`config.mk`:
```
export PLATFORM = sky130hd
export DESIGN_NAME = multu_hilo
export DESIGN_NICKNAME = d
export VERILOG_FILES = /design/src/rtl/multu_hilo_pkg.sv /design/src/rtl/multu_hilo_hilo_reg.sv /design/src/rtl/multu_hilo.sv
export SDC_FILE = /design/constraint.sdc
export NUM_CORES = 1
export LEC_CHECK = 0
export ABC_AREA = 0
export BUFFER_PORTS_ARGS = -buffer_cell sky130_fd_sc_hd__buf_2
export CORE_UTILIZATION = 57
export DETAILED_ROUTE_END_ITERATION = 10
export PLACE_DENSITY = 0.81
export SLEW_MARGIN = 20
export SYNTH_ARGS = -nofsm -noshare
export SYNTH_HDL_FRONTEND = slang
export SYNTH_SLANG_ARGS = --single-unit
```
`constraint.sdc`:
```
create_clock -name clk -period 3 [get_ports clk]
set_input_delay 0.6 -clock clk [delete_from_list [all_inputs] [get_ports clk]]
set_output_delay 0.6 -clock clk [all_outputs]
set_load 0.02 [all_outputs]
```
`src/rtl/multu_hilo_pkg.sv`:
```
// Shared function codes and multiplier FSM state encoding.
// Latency: n/a (constants and types only).
// Backpressure: n/a.
package multu_hilo_pkg;

    // Function codes shared by the ALU, shifter, HI/LO mux and multiplier.
    localparam logic [5:0] FN_AND   = 6'b100100;
    localparam logic [5:0] FN_OR    = 6'b100101;
    localparam logic [5:0] FN_ADD   = 6'b100000;
    localparam logic [5:0] FN_SUB   = 6'b100010;
    localparam logic [5:0] FN_SLT   = 6'b101010;
    localparam logic [5:0] FN_SRL   = 6'b000010;
    localparam logic [5:0] FN_MULTU = 6'b011001;
    localparam logic [5:0] FN_MFHI  = 6'b010000;
    localparam logic [5:0] FN_MFLO  = 6'b010010;

    typedef enum logic [1:0] {
        IDLE = 2'd0,
        RUN  = 2'd1,
        DONE = 2'd2
    } mult_state_t;

endpackage

```
`src/rtl/multu_hilo_hilo_reg.sv`:
```
// HI/LO register pair with write enable; outputs are the stored halves.
// Latency: 1 clock from wr_en to visible outputs.
// Backpressure: none; a write is taken on every enabled edge.
// Ports: clk, reset (sync active-low), wr_en, hi_next/lo_next in, hi/lo out.
module hilo_reg #(
    parameter int WIDTH = 32
) (
    input  logic             clk,
    input  logic             reset,
    input  logic             wr_en,
    input  logic [WIDTH-1:0] hi_next,
    input  logic [WIDTH-1:0] lo_next,
    output logic [WIDTH-1:0] hi,
    output logic [WIDTH-1:0] lo
);

    always_ff @(posedge clk) begin
        if (!reset) begin
            hi <= '0;
            lo <= '0;
        end else if (wr_en) begin
            hi <= hi_next;
            lo <= lo_next;
        end
    end

endmodule

```
`src/rtl/multu_hilo.sv`:
```
// Sequential unsigned multiplier (one shift-add step per clock) owning HI/LO.
// Latency: 33 clocks from the start edge to HI/LO update; done pulses in DONE.
// Backpressure: none; starts arriving while busy are dropped, issuer stalls on busy.
// Ports: clk, reset (sync active-low), dataA/dataB operands, Signal function code,
//        HiOut/LoOut product halves, busy, done.
module multu_hilo
    import multu_hilo_pkg::*;
#(
    parameter int         WIDTH      = 32,
    parameter logic [5:0] MULTU_CODE = FN_MULTU
) (
    input  logic             clk,
    input  logic             reset,
    input  logic [WIDTH-1:0] dataA,
    input  logic [WIDTH-1:0] dataB,
    input  logic [5:0]       Signal,
    output logic [WIDTH-1:0] HiOut,
    output logic [WIDTH-1:0] LoOut,
    output logic             busy,
    output logic             done
);

    localparam int CNT_W = $clog2(WIDTH);
    localparam int PW    = 2 * WIDTH + 1;
    localparam logic [CNT_W-1:0] LAST_CNT = CNT_W'(WIDTH - 1);

    mult_state_t      state;
    logic [CNT_W-1:0] cnt;
    logic [WIDTH-1:0] mcand;
    logic [PW-1:0]    prod;
    logic [WIDTH:0]   upper_sum;

    // Upper half plus multiplicand when the current multiplier bit is set;
    // the extra bit keeps the carry so the shift brings it back into range.
    always_comb begin
        upper_sum = prod[PW-1:WIDTH];
        if (prod[0]) begin
            upper_sum = {1'b0, prod[2*WIDTH-1:WIDTH]} + {1'b0, mcand};
        end
    end

    always_ff @(posedge clk) begin
        if (!reset) begin
            state <= IDLE;
            cnt   <= '0;
            mcand <= '0;
            prod  <= '0;
            busy  <= 1'b0;
            done  <= 1'b0;
        end else begin
            case (state)
                IDLE: begin
                    if (Signal == MULTU_CODE) begin
                        state <= RUN;
                        mcand <= dataA;
                        prod  <= {{(WIDTH + 1){1'b0}}, dataB};
                        cnt   <= '0;
                        busy  <= 1'b1;
                    end
                end
                RUN: begin
                    prod <= {1'b0, upper_sum, prod[WIDTH-1:1]};
                    cnt  <= cnt + CNT_W'(1);
                    if (cnt == LAST_CNT) begin
                        state <= DONE;
                        done  <= 1'b1;
                    end
                end
                DONE: begin
                    state <= IDLE;
                    busy  <= 1'b0;
                    done  <= 1'b0;
                end
                default: begin
                    state <= IDLE;
                    busy  <= 1'b0;
                    done  <= 1'b0;
                end
            endcase
        end
    end

    // prod holds the fully shifted product for the whole DONE cycle.
    hilo_reg #(
        .WIDTH(WIDTH)
    ) u_hilo_reg (
        .clk     (clk),
        .reset   (reset),
        .wr_en   (state == DONE),
        .hi_next (prod[2*WIDTH-1:WIDTH]),
        .lo_next (prod[WIDTH-1:0]),
        .hi      (HiOut),
        .lo      (LoOut)
    );

endmodule
```
==> Implementation_results.wiki, run 1 <==
{| class="wikitable"
! Metric !! Value
|-
| Number of port buffers || 137
|-
| Seq/Total Area, Yosys || 39.9%
|-
| Nets || 1251
|-
| Setup slack of the worst register-to-register path || 0.35 ns
|-
| Reg-to-Reg Start || prod[32]
|-
| Total half-perimeter wirelength after legalization and detailed placement || 14.1 mm
|-
| Standard-cell rows || 44
|-
| Highest Clock Rate || 0.378 GHz
|-
| Hold buffers post-CTS || 0
|-
| Overflow after GRT || 0
|-
| Most frequent standard cell in the layout excluding fill and tap cells || sky130_fd_sc_hd__nand2_1
|-
| DIE AREA || 0.0154 mm²
|-
| Overall global routing resource usage || 27.8%
|-
| Most instantiated flip-flop cell in the synthesis netlist || sky130_fd_sc_hd__dfxtp_1
|-
| Critical Path Max Stage Delay || 0.44 ns
|-
| Setup tns final || 0 ns
|-
| CP dominant cell by count || sky130_fd_sc_hd__o21ai_0
|-
| Source of the worst hold timing path || dataA[6]
|-
| Final routed wirelength across all metal layers || 21.0 mm
|-
| Clock power share || 46.1%
|-
| Status || finished, final reports clean
|-
| # Max-Cap Violations || 0
|-
| Vias per cell || 5.73
|-
| CTS tree || done
|-
| Setup skew after layout || 0.0116 ns
|-
| Crit-path max FO || 4
|-
| Synth Net Count || 1153
|-
| First-pass detailed-route iteration total || 5
|-
| Static leakage power || 4.33 nW
|-
| Number of top-level pins || 138
|-
| Detailed-route DRC error count || 0
|-
| Largest delay share family, worst path || compound AO/OA/AOI/OAI gates
|-
| Master cell of the clock root buffer || sky130_fd_sc_hd__clkbuf_16
|-
| Commonest cells after routing, fill and taps aside || sky130_fd_sc_hd__nand2_1 (310), sky130_fd_sc_hd__dfxtp_1 (169), sky130_fd_sc_hd__buf_2 (136)
|-
| Number of enable flip-flop cells after synthesis || 0
|-
| Total power per unit cell area || 458 mW/mm²
|-
| Switching Fraction || 23.6%
|-
| Vias post-DR || 7679
|-
| Slew at the pin closest to its max-slew limit || 0.782 ns
|-
| Buffers from clock root to sink, at most || 2
|-
| Count of cells along the worst register-to-register path || 10
|-
| First-pass GRT wire length || 33.8 mm
|-
| Net Sw Power || 0.00106 W
|-
| Largest voltage drop on the vdd net || 0.436 mV
|-
| Final setup fails || 0
|-
| Setup repair after global routing missed its margin || false
|-
| Fin crit share || 88.2%
|-
| Antenna Violating Nets Remaining || 0
|-
| Arrival time of the worst setup path || 2.96 ns
|-
| CP required || 3.31 ns
|-
| Reg-to-reg endpoint || prod[47]
|-
| Worst Hold Path EP || mcand[6]
|-
| Clock insertion delay at the later pin of the skew report || 0.44 ns
|-
| Routability Congestion || 0.967
|-
| Number of synthesized register bits || 169
|-
| Clock buffer count from CTS || 17
|-
| Clock-pin transition on the worst setup and hold timing paths || 0.07 ns
|-
| Share of total power in combinational logic || 3.6%
|-
| Category of the worst setup path launch point || flop
|-
| H-tree depth || 4
|-
| Detailed Route Iter0 Violations || 673
|-
| Bufs and invs on worst path || 0
|-
| Post-synthesis cell type count || 62
|-
| Mean instance size in the synthesized netlist || 8.11 µm²
|-
| Portion of total power attributed to sequential cells || 50.4%
|-
| Post-layout min period || 2.65 ns
|-
| Clock Sinks || 169
|-
| Antenna diodes || 0
|-
| Synthesis warning total || 0
|-
| Core region area || 0.0145 mm²
|-
| Async set-reset flop share out of synthesis || 0%
|-
| Layout area overhead || 15.9%
|-
| Detail-routed net length per standard cell || 15.7 µm
|-
| Fraction of final layout cells sized beyond drive strength 1 || 17.5%
|-
| Count of final hold-check violations || 0
|-
| Vias in the first global route || 7179
|-
| Quantity of gates resized following cts || 0
|-
| Gate count of the mapped netlist || 1046
|-
| DIE WIDTH || 124 µm
|-
| Die Height || 124 µm
|-
| Max_slew headroom || 47.9%
|-
| Number of inserted filler cells in the final layout || 1207
|-
| Worst min-delay path category || input port to flop
|-
| CP endpoint kind || flop
|-
| Antenna violations before repair || 0
|-
| Hold path cells || 3
|-
| Largest net degree at the start of global routing || 88
|-
| Starting Density || 58.4%
|-
| Count of pins over their slew limit || 0
|-
| Standard cell with the maximum stage delay on the critical path || sky130_fd_sc_hd__fa_1
|-
| Setup fix buffers added after clock tree synthesis || 0
|-
| Internal power contribution || 0.00344 W
|-
| CP cell instances || ha_1 -> fa_1 -> a211oi_2 -> o211ai_1 -> a31o_1 -> a21o_1 -> a21boi_1 -> o21ai_0 -> xnor2_1 -> o21ai_0
|-
| Crit Path Category || flop to flop
|-
| Final worst hold slack || 0.409 ns
|-
| Mapped Area || 0.00848 mm²
|}
-- Yosys cell counts, drive strengths merged, types with 11 or more instances --
cell | instances | share of area, %
a21oi | 39 | 2.6
xnor2 | 18 | 1.9
nand3 | 50 | 3.0
a21o | 12 | 1.1
nand2 | 311 | 14
a22o | 13 | 1.3
ha | 34 | 5.0
o21ai | 40 | 2.4
nor2b | 17 | 1.3
nor2 | 25 | 1.1
o211a | 31 | 3.7
dfxtp | 169 | 40
a21boi | 105 | 9.3
buf | 17 | 0.83
and3 | 11 | 0.81
and2 | 13 | 0.96
clkbuf | 57 | 2.5
-- worst reg2reg max path, stage by stage (launching register included) --
cell and delay (ns):
sky130_fd_sc_hd__dfxtp_1 0.34, sky130_fd_sc_hd__ha_1 0.23, sky130_fd_sc_hd__fa_1 0.44, sky130_fd_sc_hd__a211oi_2 0.34, sky130_fd_sc_hd__o211ai_1 0.17, sky130_fd_sc_hd__a31o_1 0.23, sky130_fd_sc_hd__a21o_1 0.22, sky130_fd_sc_hd__a21boi_1 0.23
sky130_fd_sc_hd__o21ai_0 0.13, sky130_fd_sc_hd__xnor2_1 0.13, sky130_fd_sc_hd__o21ai_0 0.08
-- registers in the layout, summed over array words and instances (netlist names) --
name and count:
done 1, state 2, cnt 5, prod 64, u_hilo_reg.hi 32, u_hilo_reg.lo 32
busy 1, mcand 32
-- area by class of cell --
type                            count  area (µm²)  share of cell area [%]
Tap cell                          184         230                    2.34
Multi-Input combinational cell    797        4810                    48.9
Clock buffer                       19         443                    4.50
Timing Repair Buffer              153         833                    8.47
Inverter                            6        22.5                   0.229
Clock inverter                     13         113                    1.15
Sequential cell                   169        3380                    34.4
-- worst max path at each step --
stage	from	to	slack (ns)	cells after the start
2_1_floorplan	prod[32]	prod[47]	0.60	10
3_3_place_gp	prod[32]	prod[47]	0.43	10
3_5_place_dp	prod[32]	prod[47]	0.41	10
4_1_cts	prod[32]	prod[47]	0.39	10
5_1_grt	prod[32]	prod[47]	0.13	10
6_report	prod[32]	prod[47]	0.35	10
-- power groups by stage --
stage / Sequential (W) / Clock [W] / Combinational, W
after global routing: 0.00227 / 0.00217 / 0.000176
after floorplan: 0.00231 / 0 / 0.0000909
final: 0.00227 / 0.00207 / 0.000161
after detailed placement: 0.00232 / 0 / 0.000159
after global placement: 0.00232 / 0 / 0.000158
after CTS: 0.00227 / 0.00209 / 0.000161
-- stage by stage --
stage / util (%) / instance area, µm² / power [W] / setup slack (ns) / cells
6_report: 67.7 / 9830 / 0.00450 / 0.354 / 1341
5_1_grt: 67.7 / 9830 / 0.00461 / 0.127 / 1341
4_1_cts: 67.7 / 9830 / 0.00451 / 0.385 / 1341
3_5_place_dp: 63.8 / 9280 / 0.00248 / 0.406 / 1309
3_3_place_gp: 63.8 / 9280 / 0.00248 / 0.432 / 1309
2_1_floorplan: - / 8480 / 0.00241 / 0.602 / 1046
-- kinds of logic (layout without fill, tap and decap cells) --
family | count (synthesis) | in the layout | share of synthesized area, %
multiplexers | 9 | 9 | 1.06
adder cells (fa/ha/maj) | 35 | 35 | 5.25
AO/OA/AOI/OAI | 283 | 283 | 25.1
buffers and inverters | 80 | 191 | 3.63
flip-flops | 169 | 169 | 39.9
XOR/XNOR | 27 | 27 | 2.79
AND/OR/NAND/NOR | 443 | 443 | 22.2
-- layer usage --
metal / vias to the layer above / wire (µm) / track usage [%]
met2: 240 / 10000 / 46.4
met3: 47 / 1310 / 6.04
met1: 3583 / 9130 / 35.0
met5: - / 0 / 0
li1: 3809 / - / -
met4: 0 / 503 / 11.0
No activity file was read; power rests on OpenSTA's default activity.
==> run 2, diff against run 1 <==
--- a/config.mk
+++ b/config.mk
@@ -5,7 +5,7 @@
 export SDC_FILE = /design/constraint.sdc
 export NUM_CORES = 1
 export LEC_CHECK = 0
-export ABC_AREA = 0
+export ABC_AREA = 1
 export BUFFER_PORTS_ARGS = -buffer_cell sky130_fd_sc_hd__buf_2
 export CORE_UTILIZATION = 57
 export DETAILED_ROUTE_END_ITERATION = 10
==> run 2 against run 1 <==
Effect of this change:
- global-route usage grew 1.9 points
- sequential power is essentially flat
- wire length grew 8.1%
- clock-buffer cell count shrank 1
- final area grew 2.2%
- clock power grew 4%
- worst hold slack lost 0.030 ns
- via count grew 13%
- final cell count grew 23%
- combinational power grew 4%
- area after synthesis grew 3.1%
- critical path type unchanged
- critical endpoint is now prod[59]
- largest cell class unchanged
- largest power group unchanged
==> Implementation_results.wiki, run 2 <==
{| class="wikitable"
! Metric !! Value
|-
| First-pass detailed-route iteration total || 5 (unchanged)
|-
| Largest net degree at the start of global routing || 96 (was 88)
|-
| Most common cell in the synthesized netlist || sky130_fd_sc_hd__nand2_1 (unchanged)
|-
| Most frequent standard cell in the layout excluding fill and tap cells || sky130_fd_sc_hd__nand2_1 (unchanged)
|-
| CTS tree || done (unchanged)
|-
| Clock Sinks || 169 (unchanged)
|-
| Count of placed standard cells in the final layout, fillers left out || 1644 (was 1341)
|-
| Final setup fails || 0 (unchanged)
|-
| Clock buffer count from CTS || 17 (unchanged)
|-
| Nets || 1554 (was 1251)
|-
| Fin crit share || 73.0% (was 88.2%)
|-
| Clock power share || 46.9% (was 46.1%)
|-
| Net Sw Power || 0.00115 W (was 0.00106 W)
|-
| Total power || 0.00459 W (was 0.00450 W)
|-
| Clock insertion delay at the later pin of the skew report || 0.44 ns (about the same)
|-
| Post-layout min period || 2.19 ns (was 2.65 ns)
|-
| Category of the worst setup path launch point || flop (unchanged)
|-
| Vias post-DR || 8669 (was 7679)
|-
| Number of port buffers || 137 (unchanged)
|-
| Static leakage power || 5.05 nW (was 4.33 nW)
|-
| Largest voltage drop on the vdd net || 0.388 mV (was 0.436 mV)
|-
| Highest Clock Rate || 0.457 GHz (was 0.378 GHz)
|-
| Detail-routed net length per standard cell || 13.8 µm (was 15.7 µm)
|-
| Die Height || 126 µm (was 124 µm)
|-
| Gate count of the mapped netlist || 1345 (was 1046)
|-
| DIE AREA || 0.0158 mm² (was 0.0154 mm²)
|-
| Setup fix buffers added after clock tree synthesis || 0 (unchanged)
|-
| Synth Net Count || 1452 (was 1153)
|-
| Switching Fraction || 25.1% (was 23.6%)
|-
| Total non-filler cell area in the finished layout || 0.0100 mm² (was 0.00983 mm²)
|-
| Final routed wirelength across all metal layers || 22.7 mm (was 21.0 mm)
|-
| Hold buffers post-CTS || 0 (unchanged)
|-
| Max_slew headroom || 26.1% (was 47.9%)
|-
| Antenna Violating Nets Remaining || 0 (unchanged)
|-
| Quantity of gates resized following cts || 0 (unchanged)
|-
| Portion of total power attributed to sequential cells || 49.5% (was 50.4%)
|-
| Arrival time of the worst setup path || 2.48 ns (was 2.96 ns)
|-
| Clock-pin transition on the worst setup and hold timing paths || 0.07 ns (about the same)
|-
| # Max-Cap Violations || 0 (unchanged)
|-
| Worst min-delay path category || input port to flop (unchanged)
|-
| Share of the core filled with cells in the final layout || 68.1% (was 67.7%)
|-
| Mean instance size in the synthesized netlist || 6.50 µm² (was 8.11 µm²)
|-
| Standard-cell rows || 44 (unchanged)
|-
| CP endpoint kind || flop (unchanged)
|-
| Setup tns final || 0 ns (unchanged)
|-
| Overflow after GRT || 0 (unchanged)
|-
| Share of total power in combinational logic || 3.7% (was 3.6%)
|-
| Commonest cells after routing, fill and taps aside || sky130_fd_sc_hd__nand2_1 (352), sky130_fd_sc_hd__nor2_1 (181), sky130_fd_sc_hd__dfxtp_1 (169) (was sky130_fd_sc_hd__nand2_1 (310), sky130_fd_sc_hd__dfxtp_1 (169), sky130_fd_sc_hd__buf_2 (136))
|-
| Fraction of final layout cells sized beyond drive strength 1 || 12.7% (was 17.5%)
|-
| Mapped Area || 0.00874 mm² (was 0.00848 mm²)
|-
| Ranking of synthesized cells by area || sky130_fd_sc_hd__dfxtp_1 (39%), sky130_fd_sc_hd__nand2_1 (15%), sky130_fd_sc_hd__nor2_1 (7.8%) (was sky130_fd_sc_hd__dfxtp_1 (40%), sky130_fd_sc_hd__nand2_1 (14%), sky130_fd_sc_hd__a21boi_0 (9.1%))
|-
| Synthesis warning total || 0 (unchanged)
|-
| Max reg flops || 64 (unchanged)
|-
| Status || finished, final reports clean (unchanged)
|-
| Post-synthesis cell type count || 28 (was 62)
|-
| Number of top-level pins || 138 (unchanged)
|-
| Standard cell area after detailed placement || 0.00947 mm² (was 0.00928 mm²)
|-
| Count of pins over their slew limit || 0 (unchanged)
|-
| Most instantiated flip-flop cell in the synthesis netlist || sky130_fd_sc_hd__dfxtp_1 (unchanged)
|-
| Post-placement cell count || 1612 (was 1309)
|-
| Total half-perimeter wirelength after legalization and detailed placement || 15.4 mm (was 14.1 mm)
|-
| Setup repair after global routing missed its margin || false (unchanged)
|-
| Antenna diodes || 0 (unchanged)
|-
| Detailed-route DRC error count || 0 (unchanged)
|-
| Crit Path Category || flop to flop (unchanged)
|-
| Setup skew after layout || 0.0105 ns (was 0.0116 ns)
|-
| Share of Yosys cell area claimed by the top area cell type || 38.7% (was 39.9%)
|-
| Antenna violations before repair || 0 (unchanged)
|-
| Biggest area consumer among synthesized cells || sky130_fd_sc_hd__dfxtp_1 (unchanged)
|-
| Master cell of the clock root buffer || sky130_fd_sc_hd__clkbuf_16 (unchanged)
|-
| Detailed Route Iter0 Violations || 753 (was 673)
|-
| Core region area || 0.0148 mm² (was 0.0145 mm²)
|-
| Count of final hold-check violations || 0 (unchanged)
|-
| Top cell types by occurrence after synthesis || sky130_fd_sc_hd__nand2_1 (352), sky130_fd_sc_hd__nor2_1 (182), sky130_fd_sc_hd__dfxtp_1 (169) (was sky130_fd_sc_hd__nand2_1 (311), sky130_fd_sc_hd__dfxtp_1 (169), sky130_fd_sc_hd__a21boi_0 (103))
|-
| Number of enable flip-flop cells after synthesis || 0 (unchanged)
|-
| Overall global routing resource usage || 29.7% (was 27.8%)
|-
| H-tree depth || 4 (unchanged)
|-
| Routability Congestion || 0.935 (was 0.967)
|-
| Layout area overhead || 14.9% (was 15.9%)
|-
| Reg with most FFs || prod (unchanged)
|-
| Internal power contribution || 0.00344 W (about the same)
|-
| Seq/Total Area, Yosys || 38.7% (was 39.9%)
|-
| First-pass GRT wire length || 38.1 mm (was 33.8 mm)
|-
| Crit-path max FO || 4 (unchanged)
|-
| DIE WIDTH || 126 µm (was 124 µm)
|-
| Slew at the pin closest to its max-slew limit || 1.11 ns (was 0.782 ns)
|-
| Async set-reset flop share out of synthesis || 0% (unchanged)
|-
| Starting Density || 59.3% (was 58.4%)
|-
| Number of synthesized register bits || 169 (unchanged)
|-
| CP required || 3.29 ns (was 3.31 ns)
|-
| Buffers from clock root to sink, at most || 2 (unchanged)
|-
| Total power per unit cell area || 457 mW/mm² (was 458 mW/mm²)
|-
| Vias in the first global route || 8004 (was 7179)
|-
| Vias per cell || 5.27 (was 5.73)
|}
-- run 2: cell types whose count changed after synthesis, moves of 17 or more --
cell,delta
sky130_fd_sc_hd__nor2_1,+157
sky130_fd_sc_hd__inv_1,+152
sky130_fd_sc_hd__a21boi_0,-103
sky130_fd_sc_hd__a21oi_1,+88
sky130_fd_sc_hd__o21ai_0,+69
sky130_fd_sc_hd__o21ai_1,+43
sky130_fd_sc_hd__nand2_1,+41
sky130_fd_sc_hd__o211a_1,-31
sky130_fd_sc_hd__a31oi_1,+26
sky130_fd_sc_hd__xnor2_1,-18
sky130_fd_sc_hd__nor2b_1,-17
-- run 2: critical path: stages, from the launching register on --
cell and delay (ns):
sky130_fd_sc_hd__dfxtp_1 0.33, sky130_fd_sc_hd__ha_1 0.22, sky130_fd_sc_hd__fa_1 0.47, sky130_fd_sc_hd__nand3_1 0.12
sky130_fd_sc_hd__nand3_1 0.13, sky130_fd_sc_hd__nand3_1 0.11, sky130_fd_sc_hd__nand3_1 0.19, sky130_fd_sc_hd__nand2_1 0.16
sky130_fd_sc_hd__nand2_1 0.06, sky130_fd_sc_hd__nand2_1 0.06, sky130_fd_sc_hd__nand3_1 0.06, sky130_fd_sc_hd__nand2_1 0.07
sky130_fd_sc_hd__a21oi_1 0.06
-- run 2: power groups by stage --
| stage | Sequential (W) | Combinational, W | Clock (W) |
|---|---|---|---|
| after floorplan | 0.00232 | 0.0000947 | 0 |
| after global placement | 0.00232 | 0.000165 | 0 |
| after detailed placement | 0.00232 | 0.000165 | 0 |
| after CTS | 0.00227 | 0.000167 | 0.00217 |
| after global routing | 0.00227 | 0.000186 | 0.00227 |
| final | 0.00227 | 0.000168 | 0.00215 |
-- run 2: metal layers --
metal | track usage [%] | up-vias | routed length (µm)
li1 | - | 4483 | -
met1 | 40.3 | 3959 | 10900
met2 | 48.9 | 192 | 10400
met3 | 4.63 | 35 | 979
met4 | 8.79 | 0 | 366
met5 | 0 | - | 0
-- run 2: kinds of logic (layout without fill, tap and decap cells) --
logic type,count (synthesis),count (layout),synth area share [%]
flops,169,169,38.7
fa+ha+maj,35,35,5.09
simple gates,592,592,26.5
compound gates,309,309,18.2
buf+inv,228,343,10.2
xor+xnor,12,12,1.20
-- run 2: worst paths after layout --
kind,from,end,slack [ns],depth (start not counted)
setup / recovery,prod[32],prod[59],0.81,12
hold / removal,dataA[13],mcand[13],0.38,3
setup reg to reg,prod[32],prod[59],0.81,12
hold reg to reg,done,done,0.46,2
-- run 2: layout make-up --
class / instances / area, µm²
Clock buffer: 18 / 429
Inverter: 164 / 616
Clock inverter: 14 / 151
Timing Repair Buffer: 147 / 763
Fill cell: 1364 / 4710
Tap cell: 184 / 230
Multi-Input combinational cell: 948 / 4470
Sequential cell: 169 / 3380
-- run 2: metrics by stage --
| step | setup WS [ns] | hold WS, ns |
|---|---|---|
| floorplan | 1.16 | 0.440 |
| global placement | 0.848 | 0.436 |
| detailed placement | 0.784 | 0.443 |
| CTS | 0.802 | 0.373 |
| global route | 0.574 | 0.388 |
| finish | 0.810 | 0.380 |
==> run 3, diff against run 2 <==
--- a/config.mk
+++ b/config.mk
@@ -7,9 +7,9 @@
 export LEC_CHECK = 0
 export ABC_AREA = 1
 export BUFFER_PORTS_ARGS = -buffer_cell sky130_fd_sc_hd__buf_2
-export CORE_UTILIZATION = 57
+export CORE_UTILIZATION = 52
 export DETAILED_ROUTE_END_ITERATION = 10
-export PLACE_DENSITY = 0.81
+export PLACE_DENSITY = 0.78
 export SLEW_MARGIN = 20
 export SYNTH_ARGS = -nofsm -noshare
 export SYNTH_HDL_FRONTEND = slang
==> constraint.sdc (replaced) <==
create_clock -name clk -period 1.94 [get_ports clk]
set_input_delay 0.388 -clock clk [delete_from_list [all_inputs] [get_ports clk]]
set_output_delay 0.388 -clock clk [all_outputs]
set_load 0.02 [all_outputs]
==> run 3 against run 2 <==
Effect of this change:
- critical endpoint is now prod[41]
- wire length up 4.4%
- first-iteration DRC count is 5.6% lower
- worst hold slack got worse by 0.21 ns
- clock power increased by 60%
- final cell count rose by 4.0%
- non-clock buffer count grew 29
- worst setup slack worse by 0.79 ns
- largest power group unchanged
==> Implementation_results.wiki, run 3 (synthesis gave the netlist of run 2 again) <==
{| class="wikitable"
! Metric !! Value
|-
| Status || finished, final reports clean (unchanged)
|-
| Largest net degree at the start of global routing || 96 (unchanged)
|-
| Worst setup startpoint || mcand[9] (was prod[32])
|-
| Reg with most FFs || prod (unchanged)
|-
| Antenna Violating Nets Remaining || 0 (unchanged)
|-
| Arrival time of the worst setup path || 2.26 ns (was 2.48 ns)
|-
| Detailed Route Iter0 Violations || 711 (was 753)
|-
| Category of the worst setup path launch point || flop (unchanged)
|-
| Number of top-level pins || 138 (unchanged)
|-
| Final routed wirelength across all metal layers || 23.7 mm (was 22.7 mm)
|-
| Highest Clock Rate || 0.522 GHz (was 0.457 GHz)
|-
| Static leakage power || 5.22 nW (was 5.05 nW)
|-
| Detail-routed net length per standard cell || 13.9 µm (was 13.8 µm)
|-
| Count of final hold-check violations || 0 (unchanged)
|-
| Switching Fraction || 25.9% (was 25.1%)
|-
| Routability Congestion || 0.967 (was 0.935)
|-
| Slew at the pin closest to its max-slew limit || 1.06 ns (was 1.11 ns)
|-
| Commonest cells after routing, fill and taps aside || sky130_fd_sc_hd__nand2_1 (329), sky130_fd_sc_hd__nor2_1 (164), sky130_fd_sc_hd__inv_1 (157) (was sky130_fd_sc_hd__nand2_1 (352), sky130_fd_sc_hd__nor2_1 (181), sky130_fd_sc_hd__dfxtp_1 (169))
|-
| Max reg flops || 64 (unchanged)
|-
| DIE AREA || 0.0173 mm² (was 0.0158 mm²)
|-
| Source of the worst hold timing path || dataA[5] (was dataA[13])
|-
| Standard cell area after detailed placement || 0.00979 mm² (was 0.00947 mm²)
|-
| Total power per unit cell area || 666 mW/mm² (was 457 mW/mm²)
|-
| Overflow after GRT || 0 (unchanged)
|-
| Worst min-delay path category || input port to flop (unchanged)
|-
| Setup skew after layout || 0.0106 ns (was 0.0105 ns)
|-
| # Max-Cap Violations || 0 (unchanged)
|-
| Total non-filler cell area in the finished layout || 0.0109 mm² (was 0.0100 mm²)
|-
| Standard-cell rows || 47 (was 44)
|-
| Nets || 1583 (was 1554)
|-
| Core region area || 0.0165 mm² (was 0.0148 mm²)
|-
| Clock power share || 47.4% (was 46.9%)
|-
| Master cell of the clock root buffer || sky130_fd_sc_hd__clkbuf_16 (unchanged)
|-
| First-pass detailed-route iteration total || 5 (unchanged)
|-
| Layout area overhead || 24.2% (was 14.9%)
|-
| Crit-path max FO || 5 (was 4)
|-
| Max_slew headroom || 29.5% (was 26.1%)
|-
| Most frequent standard cell in the layout excluding fill and tap cells || sky130_fd_sc_hd__nand2_1 (unchanged)
|-
| Portion of total power attributed to sequential cells || 48.7% (was 49.5%)
|-
| CP endpoint kind || flop (unchanged)
|-
| Met3 Track Usage GR || 5.32% (was 4.63%)
|-
| Setup repair after global routing missed its margin || true (was false)
|-
| Setup tns final || 0 ns (unchanged)
|-
| Die Height || 132 µm (was 126 µm)
|-
| Count of pins over their slew limit || 0 (unchanged)
|-
| Final setup fails || 0 (unchanged)
|-
| Reg-to-Reg Start || mcand[9] (was prod[32])
|-
| Crit Path Category || flop to flop (unchanged)
|-
| Net Sw Power || 0.00187 W (was 0.00115 W)
|-
| Antenna violations before repair || 1 (was 0)
|-
| Fraction of final layout cells sized beyond drive strength 1 || 21.6% (was 12.7%)
|-
| Met2 layer usage reported by global route || 44.3% (was 48.9%)
|-
| CTS tree || done (unchanged)
|-
| Hold buffers post-CTS || 0 (unchanged)
|-
| Setup slack of the worst register-to-register path || 0.02 ns (was 0.81 ns)
|-
| Vias post-DR || 8807 (was 8669)
|-
| Clock buffer count from CTS || 17 (unchanged)
|-
| Clock-pin transition on the worst setup and hold timing paths || 0.07 ns (about the same)
|-
| Share of total power in combinational logic || 3.9% (was 3.7%)
|-
| Total power || 0.00723 W (was 0.00459 W)
|-
| Global routing's busiest layer || met2 (unchanged)
|-
| H-tree depth || 4 (unchanged)
|-
| Total half-perimeter wirelength after legalization and detailed placement || 15.9 mm (was 15.4 mm)
|-
| Clock Sinks || 169 (unchanged)
|-
| Clock insertion delay at the later pin of the skew report || 0.44 ns (about the same)
|-
| Largest voltage drop on the vdd net || 0.574 mV (was 0.388 mV)
|-
| Met1 capacity usage during global routing || 35.2% (was 40.3%)
|-
| Overall global routing resource usage || 27.2% (was 29.7%)
|-
| DIE WIDTH || 132 µm (was 126 µm)
|-
| CP required || 2.28 ns (was 3.29 ns)
|-
| Buffers from clock root to sink, at most || 2 (unchanged)
|-
| First-pass GRT wire length || 38.7 mm (was 38.1 mm)
|-
| Internal power contribution || 0.00536 W (was 0.00344 W)
|-
| Vias in the first global route || 8065 (was 8004)
|-
| Detailed-route DRC error count || 0 (unchanged)
|-
| Starting Density || 52.9% (was 59.3%)
|-
| Vias per cell || 5.15 (was 5.27)
|-
| Post-layout min period || 1.92 ns (was 2.19 ns)
|-
| Number of port buffers || 137 (unchanged)
|-
| Fin crit share || 98.7% (was 73.0%)
|}
## run 3: changes by cell type in the layout (fill, tap and decap cells not counted), moves of 23 or more
cell / previous run / this run
sky130_fd_sc_hd__nand2_2: 0 / 23
sky130_fd_sc_hd__nand2_1: 352 / 329
sky130_fd_sc_hd__dfxtp_2: 0 / 26
sky130_fd_sc_hd__dfxtp_1: 169 / 143
sky130_fd_sc_hd__buf_4: 11 / 34
sky130_fd_sc_hd__ha_1: 34 / 11
## run 3: timing repair
item | in CTS | in global routing
endpoints found under the setup margin | 9 | 25
cloned | 0 | 0
setup buffers | 1 | 1
gates resized for setup | 7 | 107
pin swaps | 2 | 13
## run 3: final timing paths
check,cells after the start,to
max reg2reg,11,prod[41]
max,11,prod[41]
min,3,mcand[5]
min reg2reg,2,done
## run 3: final cells by class
class                           instances  area, µm²
Clock inverter                         15        178
Fill cell                            1485       5670
Sequential cell                       169       3420
Inverter                              164        616
Multi-Input combinational cell        948       4890
Clock buffer                           17        425
Antenna cell                            1       2.50
Tap cell                              220        275
Timing Repair Buffer                  176       1060
## run 3: power by group through the flow
stage               Combinational (W)  Clock, W  Sequential, W
floorplan                    0.000146         0        0.00359
global placement             0.000268         0        0.00359
detailed placement           0.000270         0        0.00359
global route                 0.000311   0.00363        0.00352
CTS                          0.000272   0.00345        0.00351
finish                       0.000281   0.00343        0.00352
## run 3: worst max-delay path, stage by stage, from the launching register on
cell	delay, ns
sky130_fd_sc_hd__dfxtp_2	0.34
sky130_fd_sc_hd__ha_4	0.27
sky130_fd_sc_hd__nand2_1	0.07
sky130_fd_sc_hd__nand2_1	0.08
sky130_fd_sc_hd__inv_1	0.06
sky130_fd_sc_hd__nand2_1	0.08
sky130_fd_sc_hd__nand3b_1	0.35
sky130_fd_sc_hd__nand2_1	0.15
sky130_fd_sc_hd__inv_1	0.04
sky130_fd_sc_hd__o21ai_1	0.15
sky130_fd_sc_hd__nand2_1	0.07
sky130_fd_sc_hd__a21oi_1	0.16
## run 3: metal layers
layer | part of all wire [%] | wire [µm]
met1 | 45 | 10700
met2 | 47 | 11100
met3 | 5.7 | 1340
met4 | 2.5 | 586
met5 | 0 | 0
## run 3: per-stage QoR
step | util (%) | hold slack [ns] | worst slack, ns | cells
floorplan | - | 0.440 | 0.102 | 1345
global placement | 59.2 | 0.438 | -0.0173 | 1675
detailed placement | 59.2 | 0.446 | -0.0788 | 1675
CTS | 63.1 | 0.171 | 0.00719 | 1708
global route | 65.7 | 0.190 | -0.0256 | 1709
finish | 65.7 | 0.170 | 0.0249 | 1710
